--- config.mk ---
export PLATFORM = sky130hd
export DESIGN_NAME = traffic_intersection_ctrl
export DESIGN_NICKNAME = d
export VERILOG_FILES = /design/src/rtl/traffic_intersection_ctrl.sv
export SDC_FILE = /design/constraint.sdc
export NUM_CORES = 1
export LEC_CHECK = 0
export BUFFER_PORTS_ARGS = -buffer_cell sky130_fd_sc_hd__buf_4
export CAP_MARGIN = 20
export CORE_MARGIN = 2
export CORE_UTILIZATION = 63
export DETAILED_ROUTE_END_ITERATION = 12
export GPL_ROUTABILITY_DRIVEN = 0
export HOLD_SLACK_MARGIN = 0.06
export PLACE_DENSITY = 0.83
export SLEW_MARGIN = 20
export SYNTH_ARGS = -nofsm -noshare
export SYNTH_HDL_FRONTEND = slang
export SYNTH_SLANG_ARGS = --single-unit
--- constraint.sdc ---
create_clock -name clk -period 8.1 [get_ports clk]
set_input_delay 1.62 -clock clk [delete_from_list [all_inputs] [get_ports clk]]
set_output_delay 1.62 -clock clk [all_outputs]
set_load 0.1 [all_outputs]
--- src/rtl/traffic_intersection_ctrl.sv ---
`default_nettype none
// ============================================================================
// Module      : traffic_intersection_ctrl
// Description : Main/side intersection sequencer with pedestrian walk phase,
//               sensor-extended greens and optional night flash (NIGHT_FLASH_EN).
// Revision    : 1.0 - initial parametrised release
// ============================================================================
module traffic_intersection_ctrl #(
    parameter int CLK_PER_SEC  = 100_000_000,
    parameter int MAIN_GREEN_S = 6,
    parameter int SIDE_GREEN_S = 3,
    parameter int YELLOW_S     = 2,
    parameter int SENSOR_EXT_S = 3,
    parameter int WALK_S       = 3
) (
    input  logic       clk,
    input  logic       rst,
    input  logic       Sensor,
    input  logic       walkButton,
`ifdef NIGHT_FLASH_EN
    input  logic       night,
`endif
    output logic [1:0] mainLight,
    output logic [1:0] sideLight,
    output logic       walkLight,
    output logic [2:0] state,
    output logic [7:0] seconds_passed
);

    localparam int              c_PW        = (CLK_PER_SEC > 1) ? $clog2(CLK_PER_SEC) : 1;
    localparam logic [c_PW-1:0] c_PRESC_MAX = c_PW'(CLK_PER_SEC - 1);
    localparam logic [8:0]      c_MG_D      = 9'(MAIN_GREEN_S);
    localparam logic [8:0]      c_SG_D      = 9'(SIDE_GREEN_S);
    localparam logic [8:0]      c_Y_D       = 9'(YELLOW_S);
    localparam logic [8:0]      c_EXT_D     = 9'(SENSOR_EXT_S);
    localparam logic [8:0]      c_WALK_D    = 9'(WALK_S);

    localparam logic [1:0] c_OFF    = 2'b00;
    localparam logic [1:0] c_GREEN  = 2'b01;
    localparam logic [1:0] c_YELLOW = 2'b10;
    localparam logic [1:0] c_RED    = 2'b11;

    typedef enum logic [2:0] {
        S_MG    = 3'd0,
        S_MY    = 3'd1,
        S_WALK  = 3'd2,
        S_SG    = 3'd3,
        S_SY    = 3'd4,
        S_FLASH = 3'd5
    } state_t;

    state_t          r_state;
    state_t          w_next;
    logic [c_PW-1:0] r_presc;
    logic [8:0]      r_cnt;
    logic            r_walk;
    logic            r_ext;
    logic            r_flash;
    logic [1:0]      r_main;
    logic [1:0]      r_side;
    logic            r_walk_lamp;

    logic            w_tick;
    logic            w_night;
    logic            w_in_base;
    logic            w_ext_eff;
    logic            w_walk_eff;
    logic            w_done;
    logic            w_trans;
    logic            w_enter_walk;
    logic            w_flash_nxt;
    logic [8:0]      w_base;
    logic [8:0]      w_dur;
    logic [1:0]      w_main_nxt;
    logic [1:0]      w_side_nxt;
    logic            w_walk_lamp_nxt;

`ifdef NIGHT_FLASH_EN
    assign w_night = night;
`else
    assign w_night = 1'b0;
`endif

    assign w_tick       = (r_presc == c_PRESC_MAX);
    assign w_trans      = (w_next != r_state);
    assign w_enter_walk = (w_next == S_WALK) && (r_state != S_WALK);

    // Sensor and button on the closing cycle still belong to the outgoing state,
    // so they are folded in combinationally before the duration compare.
    always_comb begin
        w_base = 9'd0;
        case (r_state)
            S_MG:         w_base = c_MG_D;
            S_MY, S_SY:   w_base = c_Y_D;
            S_WALK:       w_base = c_WALK_D;
            S_SG:         w_base = c_SG_D;
            default:      w_base = 9'd0;
        endcase
        w_in_base  = ((r_state == S_MG) || (r_state == S_SG)) && (r_cnt < w_base);
        w_ext_eff  = r_ext | (Sensor & w_in_base);
        w_dur      = w_base + (w_ext_eff ? c_EXT_D : 9'd0);
        w_walk_eff = r_walk | walkButton;
        w_done     = w_tick && (r_cnt == (w_dur - 9'd1));
    end

    always_comb begin
        w_next = r_state;
        case (r_state)
            S_MG: begin
                if (w_tick && w_night) begin
                    w_next = S_FLASH;
                end else if (w_done) begin
                    w_next = S_MY;
                end
            end
            S_MY: begin
                if (w_done) begin
                    w_next = w_walk_eff ? S_WALK : S_SG;
                end
            end
            S_WALK: begin
                if (w_done) begin
                    w_next = S_SG;
                end
            end
            S_SG: begin
                if (w_done) begin
                    w_next = S_SY;
                end
            end
            S_SY: begin
                if (w_done) begin
                    w_next = S_MG;
                end
            end
            S_FLASH: begin
                if (w_tick && !w_night) begin
                    w_next = S_MG;
                end
            end
            default: w_next = S_MG;
        endcase
    end

    // Lamps are registered from the next state so they change on the transition edge.
    always_comb begin
        w_flash_nxt     = ((r_state == S_FLASH) && (w_next == S_FLASH)) ? (r_flash ^ w_tick) : 1'b0;
        w_main_nxt      = c_RED;
        w_side_nxt      = c_RED;
        w_walk_lamp_nxt = 1'b0;
        case (w_next)
            S_MG:    w_main_nxt = c_GREEN;
            S_MY:    w_main_nxt = c_YELLOW;
            S_WALK:  w_walk_lamp_nxt = 1'b1;
            S_SG:    w_side_nxt = c_GREEN;
            S_SY:    w_side_nxt = c_YELLOW;
            S_FLASH: begin
                w_main_nxt = w_flash_nxt ? c_OFF : c_YELLOW;
                w_side_nxt = w_flash_nxt ? c_OFF : c_RED;
            end
            default: begin
                w_main_nxt = c_GREEN;
                w_side_nxt = c_RED;
            end
        endcase
    end

    always_ff @(posedge clk) begin
        if (rst) begin
            r_state     <= S_MG;
            r_main      <= c_GREEN;
            r_side      <= c_RED;
            r_walk_lamp <= 1'b0;
            r_flash     <= 1'b0;
        end else begin
            r_state     <= w_next;
            r_main      <= w_main_nxt;
            r_side      <= w_side_nxt;
            r_walk_lamp <= w_walk_lamp_nxt;
            r_flash     <= w_flash_nxt;
        end
    end

    always_ff @(posedge clk) begin
        if (rst) begin
            r_presc <= '0;
            r_cnt   <= 9'd0;
            r_ext   <= 1'b0;
            r_walk  <= 1'b0;
        end else begin
            r_walk <= walkButton | (r_walk & ~w_enter_walk);
            if (w_trans) begin
                r_presc <= '0;
                r_cnt   <= 9'd0;
                r_ext   <= 1'b0;
            end else begin
                r_presc <= w_tick ? '0 : (r_presc + 1'b1);
                if (w_tick && (r_cnt != 9'h1FF)) begin
                    r_cnt <= r_cnt + 9'd1;
                end
                r_ext <= w_ext_eff;
            end
        end
    end

    // Timing runs on a 9-bit count so extended greens past 255 s still end.
    assign seconds_passed = r_cnt[8] ? 8'hFF : r_cnt[7:0];
    assign state          = r_state;
    assign mainLight      = r_main;
    assign sideLight      = r_side;
    assign walkLight      = r_walk_lamp;

endmodule
`default_nettype wire

==> summary.md, run 1 <==
| Metric | Value |
|---|---|
| Fmax | `203 MHz` |
| # Post-CTS Setup Buffers | `0` |
| Final hold vios | `0` |
| Crit path max fanout | `6` |
| DP Area | `2580 um^2` |
| Total GRT Usage | `22.6%` |
| CTS resizes | `0` |
| DRT Wirelength | `4450 um` |
| Root buffer cell | `clkbuf_8` |
| TritonCTS Sinks | `47` |
| H-tree levels | `2` |
| Total gr overflow | `0` |
| GRT busiest layer | `met2` |
| Clk slew on worst S/H paths | `90 ps` |
| Cell variety after synth | `45` |
| Layout cells sized above 1 | `14.2%` |
| Dpl hpwl | `3140 um` |
| Syn_nets | `293` |
| Diodes inserted | `0` |
| First-pass GRT wire length | `7600 um` |
| Largest net degree at the start of global routing | `28` |
| Starting density of the core | `65.7%` |
| Core area | `3690 um^2` |
| Setup violators final | `0` |
| DR iter-0 viols | `129` |
| Routed WL per cell | `13.0 um` |
| Cell area after layout | `2700 um^2` |
| Antenna-violating nets left | `0` |
| Die Footprint | `4360 um^2` |
| CP Data Required Time | `8290 ps` |
| Unrepaired setup endpoints after global routing | `false` |
| Status | `complete, no violations` |
| CP Class | `in -> reg` |
| Via-to-Cell Ratio | `5.59` |
| Total Power | `0.000578 W` |
| Setup Skew | `9.37 ps` |
| Period minus WS final | `4940 ps` |
| Initial antenna violation count | `0` |
| Synthesized cell area | `2420 um^2` |
| Cell Pwr Density | `214 nW/um^2` |
| Cts hold-fix bufs | `0` |
| P_leak | `1.08 nW` |
| Slew headroom | `36.6%` |
| Maximum vdd drop | `155 uV` |
| Area grow syn2layout | `11.4%` |
| Cell count after synthesis | `279` |
| M3 GR Usage | `4.60%` |
| Prevailing post-synth register cell | `dfxtp_1` |
| Num CTS Buffers | `5` |
| CP arrival | `5130 ps` |
| Syn avg cell area | `8.69 um^2` |
| HP Class | `reg -> reg` |
| Synth Register Bits | `47` |
| Startpoint types | `input port` |
| Synth warnings | `0` |
| Die span in y | `66.0 um` |
| Setup_tns | `0 ps` |
| Slew Limit Fails | `0` |
| Met2 Resource Use GR | `38.4%` |
| Final Cycle Share | `60.9%` |
| Clock buffer depth | `2` |
| TritonCTS clock tree | `yes` |
| I/O Buffers | `19` |
| Clk Latency, worst-skew pair | `300 ps` |
| Vias in the first global route | `1782` |
| Async S/R FF share, synth | `0%` |
| Initial DRT Pass Iterations | `4` |
| DRC Markers | `0` |
| Met1 usage | `27.9%` |
| DIE WIDTH | `66.0 um` |
| Seq/Total Area, Yosys | `38.8%` |
| Max-Cap Viols | `0` |
| Post-synth EDFFs | `0` |
| Row Count | `22` |
| Final net count | `308` |
| Crit end category | `flop` |
| Via count | `1918` |
| Worst-Margin Slew | `944 ps` |
| IO Pins | `20` |
layer usage:
layer  up-vias  part of all wire [%]
li1        970                     -
met1       909                    47
met2        32                    49
met3         7                   3.0
met4         0                   1.4
met5         -                     0
cell type report:
type	instances	area [um^2]
inverters	12	45.0
multi-input cells	209	1390
clock inverters	2	35.0
repair buffers	19	143
well taps	48	60.1
clock buffers	6	82.6
fillers	283	990
flip-flops and latches	47	941
synthesized netlist by cell type (2+ instances only):
library cell,instances,area share [%]
nor2b_1,2,0.52
mux2i_1,5,2.1
xnor2_1,15,5.4
inv_1,12,1.9
and2_1,2,0.52
nand4_1,11,2.8
buf_2,3,0.62
nand2b_1,3,0.77
nand3_1,10,2.1
a211o_1,2,0.72
or2_2,8,2.1
a21oi_1,4,0.83
clkbuf_1,8,1.2
dfxtp_1,47,39
o21ai_0,6,1.2
or3_1,8,2.1
nor3_2,2,0.83
ha_1,9,4.6
nor3_1,7,1.4
xor2_1,21,7.6
nand2_1,13,2.0
nor2_1,52,8.1
and3_1,6,1.5
and4_1,2,0.72
report_power, final:
group / leakage [nW] / total (W) / switching [W] / internal, W
logic: 0.642 / 0.000151 / 0.000102 / 0.0000486
registers: 0.381 / 0.000250 / 0.00000972 / 0.000240
clock network: 0.0612 / 0.000177 / 0.0000768 / 0.0000999
total: 1.08 / 0.000578 / 0.000189 / 0.000389
registers in the layout, summed over array words and instances (netlist names):
signal,cells
r_cnt,9
r_walk,1
r_presc,27
r_ext,1
mainLight,2
r_flash,1
walkLight,1
sideLight,2
state,3
cells by family (layout without fill, tap and decap cells):
family / Yosys count / count (layout) / share of synthesized area (%)
fa+ha+maj: 10 / 10 / 5.47
buf+inv: 23 / 39 / 3.72
mux: 6 / 6 / 2.53
xor+xnor: 37 / 37 / 14.1
flops: 47 / 47 / 38.8
simple gates: 134 / 134 / 28.5
compound gates: 22 / 22 / 6.82
cells in the final DEF (no fill, tap or decap), types with 2 or more instances in the layout:
| cell type | Yosys | final |
|---|---|---|
| nor2_1 | 52 | 52 |
| dfxtp_1 | 47 | 47 |
| xor2_1 | 21 | 21 |
| buf_4 | 0 | 19 |
| xnor2_1 | 15 | 15 |
| nand2_1 | 13 | 13 |
| inv_1 | 12 | 12 |
| nand4_1 | 11 | 11 |
| nand3_1 | 10 | 10 |
| ha_1 | 9 | 9 |
| or2_2 | 8 | 8 |
| or3_1 | 8 | 8 |
| nor3_1 | 7 | 7 |
| o21ai_0 | 6 | 6 |
| and3_1 | 6 | 6 |
| clkbuf_8 | 0 | 6 |
| mux2i_1 | 5 | 5 |
| a21oi_1 | 4 | 4 |
| nand2b_1 | 3 | 3 |
| nor3_2 | 2 | 2 |
| and2_1 | 2 | 2 |
| and4_1 | 2 | 2 |
| a211o_1 | 2 | 2 |
| nor2b_1 | 2 | 2 |
worst max-delay path, cell delays in order:
cell and delay (ps):
buf_4 70, or4b_1 440, nor3_2 190, a31oi_4 180
xnor2_1 230, ha_1 200, inv_1 50, fa_1 370
ha_1 300, xnor2_1 130, nor3_1 130, and3_1 270
and4_4 260, mux2_1 340, or3_1 340
worst paths after layout:
kind         startpoint      endpoint  slack [ps]  cells after the start
min reg2reg  r_presc[0]    r_presc[0]         440                      1
min          r_presc[0]    r_presc[0]         440                      1
max reg2reg    state[2]  mainLight[0]        3320                     17
max              Sensor  mainLight[0]        3160                     15
metrics by stage:
step | hold WS (ps) | cells | worst slack, ps | utilization, %
finish | 444 | 343 | 3160 | 73.2
global route | 470 | 343 | 2940 | 73.2
CTS | 454 | 343 | 3140 | 73.2
detailed placement | 442 | 335 | 2830 | 70.0
global placement | 423 | 335 | 3020 | 70.0
floorplan | 413 | 279 | 3170 | -
(Power assumes the default switching activity.)
==> inputs of run 2 (changes only) <==
Settings changed: CORE_UTILIZATION 63 to 59, PLACE_DENSITY 0.83 to 0.79.
Clock period 8.1 ns to 5.1 ns, I/O delays scaled along.
==> run 2 against run 1 <==
  * Flip-flop and latch count stayed put
  * Via count is 0.94% lower
  * Routed wire length is 0.36% higher
  * Largest power group unchanged
  * Clock power is 84% higher
  * Critical path depth is 2 higher
  * Clock skew is 6.9 ps lower
==> summary.md, run 2 (synthesis gave the netlist of run 1 again) <==
| Metric | Value |
|---|---|
| IO Pins | `20` |
| Initial antenna violation count | `0` |
| Period minus WS final | `4760 ps` |
| DP Area | `2580 um^2` |
| Final hold vios | `0` |
| Reg2reg path depth | `17` |
| H-tree levels | `2` |
| Layout cells sized above 1 | `14.2%` |
| Unrepaired setup endpoints after global routing | `false` |
| Total GRT Usage | `21.7%` |
| Setup slack, reg-to-reg | `340 ps` |
| Worst path cell trace | `nor3_1, inv_1, ha_1, or4b_1, nor3_2, a31oi_4, xnor2_1, ha_1, inv_1, fa_1, ha_1, or3_1, nand2_1, and3_1, and4_4, mux2_1, or3_1` |
| Starting density of the core | `61.0%` |
| Die span in y | `68.1 um` |
| Met2 Resource Use GR | `34.8%` |
| Final net count | `308` |
| Slew headroom | `35.9%` |
| Total gr overflow | `0` |
| Reg-to-reg endpoint | `mainLight[0]` |
| Cell Pwr Density | `353 nW/um^2` |
| CP Data Required Time | `5290 ps` |
| Slew Limit Fails | `0` |
| CP arrival | `4950 ps` |
| Hold path cells | `1` |
| Row Count | `23` |
| Num CTS Buffers | `5` |
| Worst-Margin Slew | `953 ps` |
| DRT Wirelength | `4460 um` |
| Maximum vdd drop | `172 uV` |
| Fmax | `210 MHz` |
| Initial DRT Pass Iterations | `4` |
| Startpoint types | `flop` |
| Worst path slowest cell | `or4b_1` |
| M3 GR Usage | `5.43%` |
| RR Startpoint | `state[2]` |
| Setup_tns | `0 ps` |
| First-pass GRT wire length | `7690 um` |
| Clock buffer depth | `2` |
| Largest Register | `r_presc` |
| Commonest cells after routing, fill and taps aside | `52 x nor2_1, 47 x dfxtp_1, 21 x xor2_1` |
| Setup Skew | `2.51 ps` |
| Max FFs per register | `27` |
| DRC Markers | `0` |
| GRT busiest layer | `met2` |
| Hold endpoint | `r_presc[0]` |
| Crit end category | `flop` |
| Vias in the first global route | `1740` |
| CP peak stage delay | `480 ps` |
| Status | `complete, no violations` |
| Clk slew on worst S/H paths | `90 ps` |
| DIE WIDTH | `68.1 um` |
| Routed WL per cell | `12.9 um` |
| DR iter-0 viols | `112` |
| Area grow syn2layout | `12.2%` |
| CP bufs+invs | `2` |
| I/O Buffers | `19` |
| Final Cycle Share | `93.4%` |
| Cell area after layout | `2720 um^2` |
| Diodes inserted | `0` |
| Commonest non-fill, non-tap cell in the layout | `nor2_1` |
| CTS resizes | `0` |
| P_leak | `1.09 nW` |
| Hold Path Origin | `r_presc[0]` |
| # Post-CTS Setup Buffers | `0` |
| CP Class | `reg -> reg` |
| Antenna-violating nets left | `0` |
| TritonCTS Sinks | `47` |
| Largest net degree at the start of global routing | `28` |
| Clk Latency, worst-skew pair | `300 ps` |
| Dpl hpwl | `3080 um` |
| HP Class | `reg -> reg` |
| Met1 usage | `28.6%` |
| Core area | `3970 um^2` |
| Via count | `1900` |
| Cts hold-fix bufs | `0` |
| Root buffer cell | `clkbuf_8` |
| Setup violators final | `0` |
| Die Footprint | `4640 um^2` |
| Via-to-Cell Ratio | `5.51` |
| Top cell by count, worst path | `ha_1` |
| Crit path max fanout | `12` |
| Max-Cap Viols | `0` |
| Worst path top cell family by delay | `simple AND/OR/NAND/NOR gates` |
| TritonCTS clock tree | `yes` |
## run 2: metal layers
metal  share of wire (%)  vias to the layer above  routed length [um]
met3                 5.4                        2                 240
met1                  47                      870                2080
met2                  47                       59                2110
met4                0.65                        0                  29
met5                   0                        -                   0
li1                    -                      969                   -
## run 2: worst max-delay path by stage
stage                         to  slack, ps      from  cells past startpoint
global placement    mainLight[0]        530  state[2]                     17
detailed placement  mainLight[0]        370  state[2]                     17
global route        mainLight[0]          2  state[2]                     17
CTS                 mainLight[0]        340  state[2]                     17
floorplan           mainLight[0]        170  state[2]                     18
finish              mainLight[0]        340  state[2]                     17
## run 2: final cells by class
class / count / area [um^2]
multi-input cells: 209 / 1390
fillers: 339 / 1250
flip-flops and latches: 47 / 941
repair buffers: 19 / 143
clock buffers: 5 / 68.8
clock inverters: 3 / 67.6
well taps: 50 / 62.6
inverters: 12 / 45.0
## run 2: power by group
group | total [W] | leakage [nW] | internal (W) | switching (W)
sequential | 0.000398 | 0.381 | 0.000382 | 0.0000158
combinational | 0.000239 | 0.642 | 0.0000768 | 0.000162
clock | 0.000325 | 0.0644 | 0.000195 | 0.000129
## run 2: metrics by stage
step           hold slack [ps]  total power [W]  cells  worst slack (ps)  util, %
2_1_floorplan              413         0.000604    279               169        -
3_3_place_gp               423         0.000639    337               534     65.1
3_5_place_dp               432         0.000645    337               369     65.1
4_1_cts                    446         0.000969    345               344     68.5
5_1_grt                    475          0.00101    345              2.20     68.5
6_report                   437         0.000961    345               338     68.5
